$ cat config.mk
export PLATFORM = sky130hd
export DESIGN_NAME = decode_issue_stage
export DESIGN_NICKNAME = d
export VERILOG_FILES = /design/src/rtl/decode_issue_stage.sv
export SDC_FILE = /design/constraint.sdc
export NUM_CORES = 1
export LEC_CHECK = 0
export ABC_AREA = 1
export CAP_MARGIN = 15
export CORE_ASPECT_RATIO = 1.4
export CORE_MARGIN = 1
export CORE_UTILIZATION = 50
export DETAILED_ROUTE_END_ITERATION = 8
export HOLD_SLACK_MARGIN = 0.03
export PLACE_DENSITY_LB_ADDON = 0.08
export SLEW_MARGIN = 15
export SYNTH_ARGS = -nofsm -noshare
export SYNTH_HDL_FRONTEND = slang
export SYNTH_SLANG_ARGS = --single-unit
$ cat constraint.sdc
create_clock -name clk -period 9.6 [get_ports clk]
set_input_delay 1.92 -clock clk [delete_from_list [all_inputs] [get_ports clk]]
set_output_delay 1.92 -clock clk [all_outputs]
set_load 0.02 [all_outputs]
$ cat src/rtl/decode_issue_stage.sv
// Decode/issue stage: one decode slot (D) and one issue slot (X) with a per-register
// busy scoreboard for RAW/WAW stalls and same-cycle writeback bypass into the operands.
module decode_issue_stage #(
    parameter int DATA_W = 8,
    parameter int ADDR_W = 5
) (
    input  logic              clk,
    input  logic              rst,
    input  logic              instr_valid,
    output logic              instr_ready,
    input  logic [31:0]       instr,
    input  logic              flush,
    output logic [ADDR_W-1:0] rf_rs,
    output logic [ADDR_W-1:0] rf_rt,
    input  logic [DATA_W-1:0] rf_rdata1,
    input  logic [DATA_W-1:0] rf_rdata2,
    input  logic              wb_valid,
    input  logic [ADDR_W-1:0] wb_rd,
    input  logic [DATA_W-1:0] wb_data,
    output logic              ex_valid,
    input  logic              ex_ready,
    output logic [5:0]        ex_op,
    output logic [ADDR_W-1:0] ex_rd,
    output logic [DATA_W-1:0] ex_a,
    output logic [DATA_W-1:0] ex_b,
    output logic [7:0]        ex_imm,
    output logic              ex_we,
    output logic              illegal
);

    localparam int NREG = 1 << ADDR_W;

    function automatic logic op_legal(input logic [5:0] op);
        return (op <= 6'h07) || (op == 6'h3F);
    endfunction

    function automatic logic op_writes(input logic [5:0] op);
        return op <= 6'h05;
    endfunction

    function automatic logic [DATA_W-1:0] bypass(
        input logic              wv,
        input logic [ADDR_W-1:0] wr,
        input logic [DATA_W-1:0] wd,
        input logic [ADDR_W-1:0] src,
        input logic [DATA_W-1:0] rdata
    );
        return (wv && (wr == src) && (src != '0)) ? wd : rdata;
    endfunction

    logic              run;
    logic              vld_p0;
    logic [31:0]       instr_p0;
    logic              vld_p1;
    logic [5:0]        op_p1;
    logic [ADDR_W-1:0] rd_p1;
    logic [DATA_W-1:0] a_p1;
    logic [DATA_W-1:0] b_p1;
    logic [7:0]        imm_p1;
    logic              we_p1;
    logic [NREG-1:0]   busy;

    logic [5:0]        op_p0;
    logic [ADDR_W-1:0] rs_p0;
    logic [ADDR_W-1:0] rt_p0;
    logic [ADDR_W-1:0] rd_p0;
    logic [7:0]        imm_p0;
    logic              legal_p0;
    logic              we_p0;
    logic [NREG-1:0]   clr_mask;
    logic [NREG-1:0]   set_mask;
    logic [NREG-1:0]   busy_eff;
    logic [NREG-1:0]   busy_nxt;
    logic              hazard;
    logic              advance;
    logic              drop;
    logic              accept;
    logic              unused_bits;

    assign op_p0       = instr_p0[31:26];
    assign rs_p0       = instr_p0[21 +: ADDR_W];
    assign rt_p0       = instr_p0[16 +: ADDR_W];
    assign rd_p0       = instr_p0[11 +: ADDR_W];
    assign imm_p0      = instr_p0[7:0];
    assign unused_bits = ^instr_p0[10:8];

    assign legal_p0 = op_legal(op_p0);
    assign we_p0    = op_writes(op_p0) && (rd_p0 != '0);

    // A writeback landing this edge releases its register for the instruction in D.
    always_comb begin
        clr_mask = '0;
        set_mask = '0;
        if (wb_valid) clr_mask[wb_rd] = 1'b1;
        if (advance && we_p0) set_mask[rd_p0] = 1'b1;
        busy_eff    = busy & ~clr_mask;
        busy_nxt    = busy_eff | set_mask;
        busy_nxt[0] = 1'b0;
    end

    assign hazard  = busy_eff[rs_p0] | busy_eff[rt_p0] | (we_p0 & busy_eff[rd_p0]);
    assign advance = vld_p0 & legal_p0 & ~hazard & (~vld_p1 | ex_ready) & ~flush;
    assign drop    = vld_p0 & ~legal_p0;

    assign instr_ready = run & ~flush & (~vld_p0 | advance | drop);
    assign accept      = instr_valid & instr_ready;
    assign illegal     = drop & ~flush;

    assign rf_rs = vld_p0 ? rs_p0 : '0;
    assign rf_rt = vld_p0 ? rt_p0 : '0;

    assign ex_valid = vld_p1;
    assign ex_op    = vld_p1 ? op_p1  : '0;
    assign ex_rd    = vld_p1 ? rd_p1  : '0;
    assign ex_a     = vld_p1 ? a_p1   : '0;
    assign ex_b     = vld_p1 ? b_p1   : '0;
    assign ex_imm   = vld_p1 ? imm_p1 : '0;
    assign ex_we    = vld_p1 & we_p1;

    always_ff @(posedge clk or posedge rst) begin
        if (rst) begin
            run    <= 1'b0;
            vld_p0 <= 1'b0;
            vld_p1 <= 1'b0;
            busy   <= '0;
        end else begin
            run  <= 1'b1;
            busy <= busy_nxt;
            if (flush)                vld_p0 <= 1'b0;
            else if (accept)          vld_p0 <= 1'b1;
            else if (advance || drop) vld_p0 <= 1'b0;
            if (flush)                vld_p1 <= 1'b0;
            else if (advance)         vld_p1 <= 1'b1;
            else if (ex_ready)        vld_p1 <= 1'b0;
        end
    end

    // Stage p0: raw instruction held in D
    always_ff @(posedge clk) begin
        if (accept) instr_p0 <= instr;
    end

    // Stage p1: decoded fields and bypassed operands held in X
    always_ff @(posedge clk) begin
        if (advance) begin
            op_p1  <= op_p0;
            rd_p1  <= rd_p0;
            imm_p1 <= imm_p0;
            we_p1  <= we_p0;
            a_p1   <= bypass(wb_valid, wb_rd, wb_data, rs_p0, rf_rdata1);
            b_p1   <= bypass(wb_valid, wb_rd, wb_data, rt_p0, rf_rdata2);
        end
    end

endmodule

### Yosys cells after proc, flatten, opt, wreduce, memory -nomap -nowiden

Index checks and enable logic that the tools add are counted.

* equality and inequality tests: 3
* reductions and logical operators: 15
* muxes and demuxes: 27
* $lt $le $gt $ge: 8
* bitwise logic cells: 24

Operators by type and width (count)
* $mux 32: 2
* $mux 8: 5
* $and 32x32->32: 1
* $not 32->32: 1
* $or 32x32->32: 1
* $lt 5x6->1 const B: 4
* $bmux 1 s5: 3
* $mux 5: 3
* $reduce_bool 5->1: 3
* $le 6x3->1 const B: 2
* $and 1x1->1: 11
* $mux 1: 11
* $demux 1 s5: 2
* $eq 5x5->1: 2
* $ge 5x1->1 const B: 2
* $logic_and 1x1->1: 8
* $eq 6x6->1 const B: 1
* $mux 6: 1
* $reduce_bool 3->1: 2
* $not 1->1: 5
* $or 1x1->1: 5
* $logic_or 1x1->1: 2

* word-level logic and storage cells: 88
* input bits: 67
* output and inout port bits: 49
* bits in registers: 102

### Longest topological paths before layout

Gate-level depths: netlist of run 1.

* word-level depth: 21
* depth in mapped cells: 21
* depth with buffers taken out: 19

### Worst setup path before layout of run 1

No wires, ideal clock.

* path kind: in2reg
* start point: input wb_rd[3]
* end point: register instr_p0[0], enable pin
* path buffers: 1
* stages on the path: 15
* slack: 3.686 ns
* data arrival time: 5.456 ns
* required time: 9.142 ns
* path through: buf_2 inv_1 nand3_1 o21ai_0 nor2_1 nor2_1 nand2_1 nand3_1 nand2_1 nand2_1 nand2_1 nor2_1 nand2_1 o21bai_1 nor3b_1

* word-level cells in the longest chain between the ends: 19

RTL lines
* start, declared: RTL line 18 `input logic [ADDR_W-1:0] wb_rd,`
* $lt 5x6->1 (implied by the code) / $ge 5x1->1 (equally long branches): RTL line 94 `if (wb_valid) clr_mask[wb_rd] = 1'b1;`
* $logic_and 1x1->1 (implied by the code): RTL line 94
* $mux 1 (implied by the code): RTL line 94
* $demux 1 s5 *: RTL line 94
* $mux 32 *: RTL line 94
* $not 32->32 *: RTL line 96 `busy_eff = busy & ~clr_mask;`
* $and 32x32->32 *: RTL line 96
* $bmux 1 s5: RTL line 101 `assign hazard = busy_eff[rs_p0] | busy_eff[rt_p0] | (we_p0 & busy_eff[rd_p0]);`
* $mux 1 (implied by the code): RTL line 101
* $or 1x1->1 / $and 1x1->1 (equally long branches): RTL line 101
* $or 1x1->1 *: RTL line 101
* $not 1->1 *: RTL line 102 `assign advance = vld_p0 & legal_p0 & ~hazard & (~vld_p1 | ex_ready) & ~flush;`
* $and 1x1->1 * (3 in a row): RTL line 102
* $or 1x1->1 * (2 in a row): RTL line 105 `assign instr_ready = run & ~flush & (~vld_p0 | advance | drop);`
* $and 1x1->1 *: RTL line 105
* $and 1x1->1 *: RTL line 106 `assign accept = instr_valid & instr_ready;`
* named net accept: RTL line 77 `logic accept;`
* end signal, assigned: RTL line 140 `if (accept) instr_p0 <= instr;`
* end, declared: RTL line 53 `logic [31:0] instr_p0;`

The timed path passes the listed nets; every way through them passes the cells marked *. The select of a mux whose other input is x is not followed.
A chain may end at the register's enable or synchronous reset.

### Worst setup path after layout of run 1

* start point: input wb_rd[4]
* end point: output instr_ready

* word-level cells in the longest chain between the ends: 18

RTL lines
* $lt 5x6->1 (implied by the code) / $ge 5x1->1 (equally long branches): RTL line 94
* $logic_and 1x1->1 (implied by the code): RTL line 94
* $mux 1 (implied by the code): RTL line 94
* $demux 1 s5 *: RTL line 94
* $mux 32 *: RTL line 94
* $not 32->32 *: RTL line 96
* $and 32x32->32 *: RTL line 96
* $bmux 1 s5: RTL line 101
* $mux 1 (implied by the code): RTL line 101
* $or 1x1->1 / $and 1x1->1 (equally long branches): RTL line 101
* $or 1x1->1 *: RTL line 101
* $not 1->1 *: RTL line 102
* $and 1x1->1 * (3 in a row): RTL line 102
* $or 1x1->1 * (2 in a row): RTL line 105
* $and 1x1->1 *: RTL line 105
* end, declared: RTL line 10 `output logic instr_ready,`

Mark *: on every way between the ends. The rest lies on a longest branch, timed or not. The select of a mux whose other input is x is not followed.

==> metrics.txt, run 1 <==
status finished, final reports clean; Worst-path clk slew 70 ps; CTS Sinks 99; hold path cells 0; Pleak 3.43 nW; R2R depth 15; post-layout min period roughly 7200 ps; Overflow after GRT 0; Max-cap violations 0; gr usage total between 20% and 30%; most frequent cell after synthesis nand2_1; Die Y about 130 um; Final Hold Viols 0; Setup crit end kind output pin; HPWL Detailed 11.2 mm; worst hold path class reg2reg; CTS root buf clkbuf_16; CP Launch Type input pin; Hold Path Origin instr_p0[3]; YS warnings 0; top_reg_cell synth edfxtp_1; vias in the first global route 5171; Mean Syn Cell Area ~7.5 um2; RD Place Congestion about 1.0; final WL 15.8 mm; Synth Area in XOR/XNOR 0%; Setup Buffers After CTS 0; Final nets around 890; post-route ant nets 0; DR WL/cell between 15 and 20 um; WP data arrival 5320 ps; CTS tree yes; DRT iter0 DRCs 496; number of synthesized flops with an enable pin 65; compound-cell area share of the yosys netlist 5.99%; Clock Tree Buf Depth 2; Inserted Clock Buffers 9; Post-CTS Resized 0; slew at the pin closest to its max-slew limit around 1100 ps; layout overhead on the synthesized area 27.9%; Total Power 0.906 mW; Post-Syn Area 0.00543 mm2; die span in x between 90 and 100 um; largest cells by area after synthesis edfxtp_1 (36%), nand2_1 (18%), dfrtp_1 (16%); Register-to-Register Setup Slack 5570 ps; slew margin rel. roughly a quarter; main combinational cell family by area after synthesis simple AND/OR/NAND/NOR gates; Post-CTS Hold Buffers 0; first-pass GRT wire length 25.6 mm; die area between 0.01 and 0.015 mm2; post-synthesis sequential area ratio 51.6%; drc violations 0; synthesized-area fraction occupied by adder cells 0%; I/O Pins 116; end of the worst register-to-register path rd_p1[4]; PortBufs 112; core area ~0.010 mm2; largest net degree at the start of global routing 68; syn nets 789; final period utilization 75.4%; initial core utilization 51.9%; post-synth cell types 34; fin. max-slew vios 0; asr flop ratio synth roughly a third; Worst Hold End imm_p1[3]; most frequent cells after synthesis nand2_1 (254), inv_1 (101), nand3_1 (87); unrepaired setup endpoints after global routing no; fill count 907; post-synthesis simple-gate area fraction 32.9%; total negative slack 0 ps; Cells after Synth 722; post-synthesis mux area share 0%; initial antenna violation count 0; worst clock skew 7.40 ps; critical setup path kind in2out; VDD IR max 0.0000907 V; Worst Path Max Fanout 11; PwrDens about 130 mW/mm2; via count 5300; ANT cells 0; required time worst endpoint between 7000 and 8000 ps; row count 44; vias per cell 5.48; DRT Pass-1 Iters 7; share of cells above drive strength 1 ~3.3%; clock latency on the worst-skew pair roughly 350 ps; Critical R2R Launch instr_p0[16]; # H-tree levels 3; FMAX 0.138 GHz; endpoints failing setup 0; Synth top area share a little over a third; Yosys reg bits 99; Synth area leader edfxtp_1
area by class of cell:
class / instances / area (um2) / share of cell area [%]
clock inverters: 6 / 66.3 / 0.955
repair buffers: 115 / 1140 / 16.5
multi-input cells: 494 / 2120 / 30.5
inverters: 106 / 399 / 5.75
clock buffers: 10 / 239 / 3.44
well taps: 138 / 173 / 2.49
flip-flops and latches: 99 / 2800 / 40.4
sequential cells by signal, summed over array words and instances, names as in the netlist:
signal,count
a_p1,8
b_p1,8
busy,31
ex_valid,1
imm_p1,8
instr_p0,29
op_p1,6
rd_p1,5
run,1
vld_p0,1
we_p1,1
worst max-delay path, cell delays in order:
cell and delay [ps]:
clkdlybuf4s50_1 690, inv_1 290, nand3_1 230, o21ai_1 430, nand2_1 110, nand3_1 100
nand2_1 100, nand3_1 110, nand2_1 50, nand2_1 50, nand2_1 50, nor2_1 80
nand2_1 90, nor2_1 100, nand2_1 110, a21oi_1 150, clkdlybuf4s50_1 640
through the flow:
step | cell area (um2) | setup slack, ps | utilization (%) | hold WS [ps] | instances
2_1_floorplan | 5430 | 3690 | - | 400 | 722
3_3_place_gp | 6640 | 2620 | 63.5 | 400 | 952
3_5_place_dp | 6640 | 2520 | 63.5 | 405 | 952
4_1_cts | 6940 | 2530 | 66.4 | 421 | 968
5_1_grt | 6940 | 2170 | 66.4 | 430 | 968
6_report | 6940 | 2360 | 66.4 | 420 | 968
cell usage in the layout, fill, tap and decap left out, types with 2 or more instances in the layout:
cell type,n
clkinv_1,2
buf_4,3
edfxtp_1,65
a21oi_1,5
inv_8,3
inv_2,2
nor2_1,74
inv_1,101
clkdlybuf4s50_1,112
nor3_1,6
a31oi_1,2
o22ai_1,3
nand2_1,254
o21ai_0,24
nand3_1,87
nor2_2,2
clkbuf_16,9
nand4_1,7
o21ai_1,17
dfrtp_1,34
metal layers:
metal	part of all wire [%]	global-route usage (%)
met5	0	0
met1	36	33.9
met4	5.5	16.5
met2	49	49.9
met3	9.0	5.96
worst max path at each step:
stage / to / from / slack, ps / depth (start not counted)
floorplan: instr_p0[0] / wb_rd[3] / 3690 / 15
global placement: instr_ready / wb_valid / 2620 / 16
detailed placement: instr_ready / wb_rd[4] / 2520 / 17
CTS: instr_ready / wb_rd[4] / 2530 / 17
global route: instr_ready / wb_rd[4] / 2170 / 17
finish: instr_ready / wb_rd[4] / 2360 / 17
kinds of logic (layout without fill, tap and decap cells):
logic type      Yosys count  in the layout
compound gates           59             59
flops                    99             99
simple gates            434            434
other cells               1              1
buf+inv                 129            237
report_power, final:
part | internal, mW | switching (mW) | leakage (nW)
logic | 0.0357 | 0.0424 | 2.21
registers | 0.460 | 0.00578 | 1.06
clock network | 0.191 | 0.171 | 0.147
No activity file was read; power rests on OpenSTA's default activity.
==> run 2, diff against run 1 <==
--- a/config.mk
+++ b/config.mk
@@ -9,7 +9,7 @@
 export CAP_MARGIN = 15
 export CORE_ASPECT_RATIO = 1.4
 export CORE_MARGIN = 1
-export CORE_UTILIZATION = 50
+export CORE_UTILIZATION = 47
 export DETAILED_ROUTE_END_ITERATION = 8
 export HOLD_SLACK_MARGIN = 0.03
 export PLACE_DENSITY_LB_ADDON = 0.08
==> constraint.sdc (replaced) <==
create_clock -name clk -period 6 [get_ports clk]
set_input_delay 1.2 -clock clk [delete_from_list [all_inputs] [get_ports clk]]
set_output_delay 1.2 -clock clk [all_outputs]
set_load 0.02 [all_outputs]
==> metrics.txt, run 2 (synthesis gave the netlist of run 1 again) <==
# H-tree levels 3 (unchanged); HPWL Detailed 11.5 mm (+2.0%); required time worst endpoint 4800 ps (-2880 ps); vias in the first global route 4939 (-4.5%); DRT Pass-1 Iters 5 (-2); unrepaired setup endpoints after global routing no; share of cells above drive strength 1 3.72% (+0.46 points); most common cell after layout, fill and taps aside nand2_1; Post-CTS Resized 0 (unchanged); DRT iter0 DRCs 392 (-21%); CTS root buf clkbuf_16; total negative slack 0 ps (unchanged); PortBufs 112 (unchanged); Area after DPL 0.00667 mm2 (+0.45%); critical path's slowest cell clkdlybuf4s50_1; WP data arrival 4370 ps (-950 ps); Setup crit end kind output pin; drc violations 0 (unchanged); worst clock skew 9.25 ps (+1.86 ps); Clock Power Share 39.2% (-0.8 points); Post-CTS Hold Buffers 0 (unchanged); Die Y 129 um (+3.1%); initial core utilization 48.1% (-3.8 points); gr usage total 27.2% (-1.9 points); Largest register FFs 31 (unchanged); CP Launch Type input pin; Setup Buffers After CTS 0 (unchanged); largest net degree at the start of global routing 39 (-43%); first-pass GRT wire length 24.7 mm (-3.5%); CP cell instances clkdlybuf4s50_1, inv_2, nor2_1, nand2_1, nand2_1, nand2_1, a41oi_1, nor2_1, nand3_1, nand2_1, nor2_1, nand2_1, a21oi_1, clkdlybuf4s50_1; I/O Pins 116 (unchanged); Final Util 61.7% (-4.6 points); CTS Sinks 99 (unchanged); CP max stage delay 750 ps (+60 ps); DR WL/cell 16.1 um (-0.96%); Final Hold Viols 0 (unchanged); most frequent cells in the layout nand2_1 (254), clkdlybuf4s50_1 (112), inv_1 (101); share of power burned in registers 52.1% (+0.7 points); initial antenna violation count 0 (unchanged); worst hold path class reg2reg; layout overhead on the synthesized area 28.2%; CP Buf/Inv Count 3 (unchanged); status finished, final reports clean; finished layout cell area 0.00697 mm2 (+0.31%); Max-cap violations 0 (unchanged); Overflow after GRT 0 (unchanged); Final nets 896 (+0.45%); row count 46 (+4.5%); critical setup path kind in2out; final period utilization 92.8%; core area 0.0113 mm2 (+7.8%); Worst Path Max Fanout 10 (-1); Psw 0.347 mW (+58%); vias per cell 5.33 (-2.7%); slew margin rel. 31.8% (+6.4 points); die span in x 92.9 um (+3.1%); Clock Tree Buf Depth 2 (unchanged); via count 5208 (-1.7%); post-route ant nets 0 (unchanged); PwrDens 205 mW/mm2 (+58%); Inserted Clock Buffers 9 (unchanged); VDD IR max 0.000134 V (+48%); Worst-path clk slew 70 ps (about the same); CTS tree yes; most used cell, CP nand2_1; slew at the pin closest to its max-slew limit 1020 ps (-98.3 ps); Comb power frac 8.7% (about the same); Int Pwr 1.08 mW (+58%); RD Place Congestion 1.07 (+2.6%); largest registers busy: 31 flops, instr_p0: 29 flops; fin. max-slew vios 0 (unchanged); ANT cells 0 (unchanged); FMAX 0.180 GHz; delay-heaviest family, CP buffers and inverters; endpoints failing setup 0 (unchanged); final WL 15.8 mm (about the same); Top reg by flops busy; final setup margin 432 ps (-1930 ps); Pleak 3.43 nW (+0.26%); clock latency on the worst-skew pair 350 ps (about the same); die area 0.0120 mm2 (+6.3%); switching part of the total power 24.2% (about the same); pre-CTS WS 501 ps (-2020 ps); post-layout min period approximately 5600 ps
[run 2: cell count changes in the layout (fill, tap and decap cells not counted), sizes merged]
cell	previous run	this run
buf	3	7
clkinv	5	4
inv	106	107
[run 2: power groups by stage]
stage | logic [mW] | registers [mW] | clock network, mW
2_1_floorplan | 0.0581 | 0.753 | 0
3_3_place_gp | 0.121 | 0.759 | 0
3_5_place_dp | 0.123 | 0.760 | 0
4_1_cts | 0.124 | 0.745 | 0.575
5_1_grt | 0.137 | 0.746 | 0.596
6_report | 0.125 | 0.745 | 0.561
[run 2: layout make-up]
cell class,instances,area (um2)
clock buffers,10,229
clock inverters,6,58.8
fillers,1109,4320
inverters,106,399
multi-input cells,494,2120
flip-flops and latches,99,2800
well taps,144,180
repair buffers,119,1170
[run 2: final timing paths]
| check | end | start | cells after the start | slack [ps] |
|---|---|---|---|---|
| setup / recovery | instr_ready | wb_rd[2] | 14 | 430 |
| hold / removal | imm_p1[4] | instr_p0[4] | 0 | 430 |
| setup reg to reg | busy[10] | instr_p0[16] | 18 | 1990 |
| hold reg to reg | imm_p1[4] | instr_p0[4] | 0 | 430 |
| max in group asynchronous | ex_valid | rst | 3 | 4420 |
| min in group asynchronous | busy[30] | rst | 3 | 1250 |
[run 2: per-stage QoR]
stage	hold slack [ps]	instances	power, mW
after floorplan	400	722	0.812
after global placement	403	961	0.880
after detailed placement	415	961	0.883
after CTS	429	977	1.44
after global routing	440	978	1.48
final	431	978	1.43
[run 2: worst register-to-register path: cells and delay by family, from the launching register on]
kind	cells	cell delay, ps
buffers and inverters	4	1630
flip-flops	1	720
AND/OR/NAND/NOR	14	1520
[run 2: per-layer routing]
layer | routed length, um | track usage (%) | vias up | part of all wire (%)
met5 | 0 | 0 | - | 0
met4 | 701 | 15.1 | 0 | 4.4
met3 | 1170 | 4.58 | 63 | 7.4
met2 | 8160 | 47.4 | 244 | 52
met1 | 5760 | 31.8 | 2381 | 36
li1 | - | - | 2520 | -
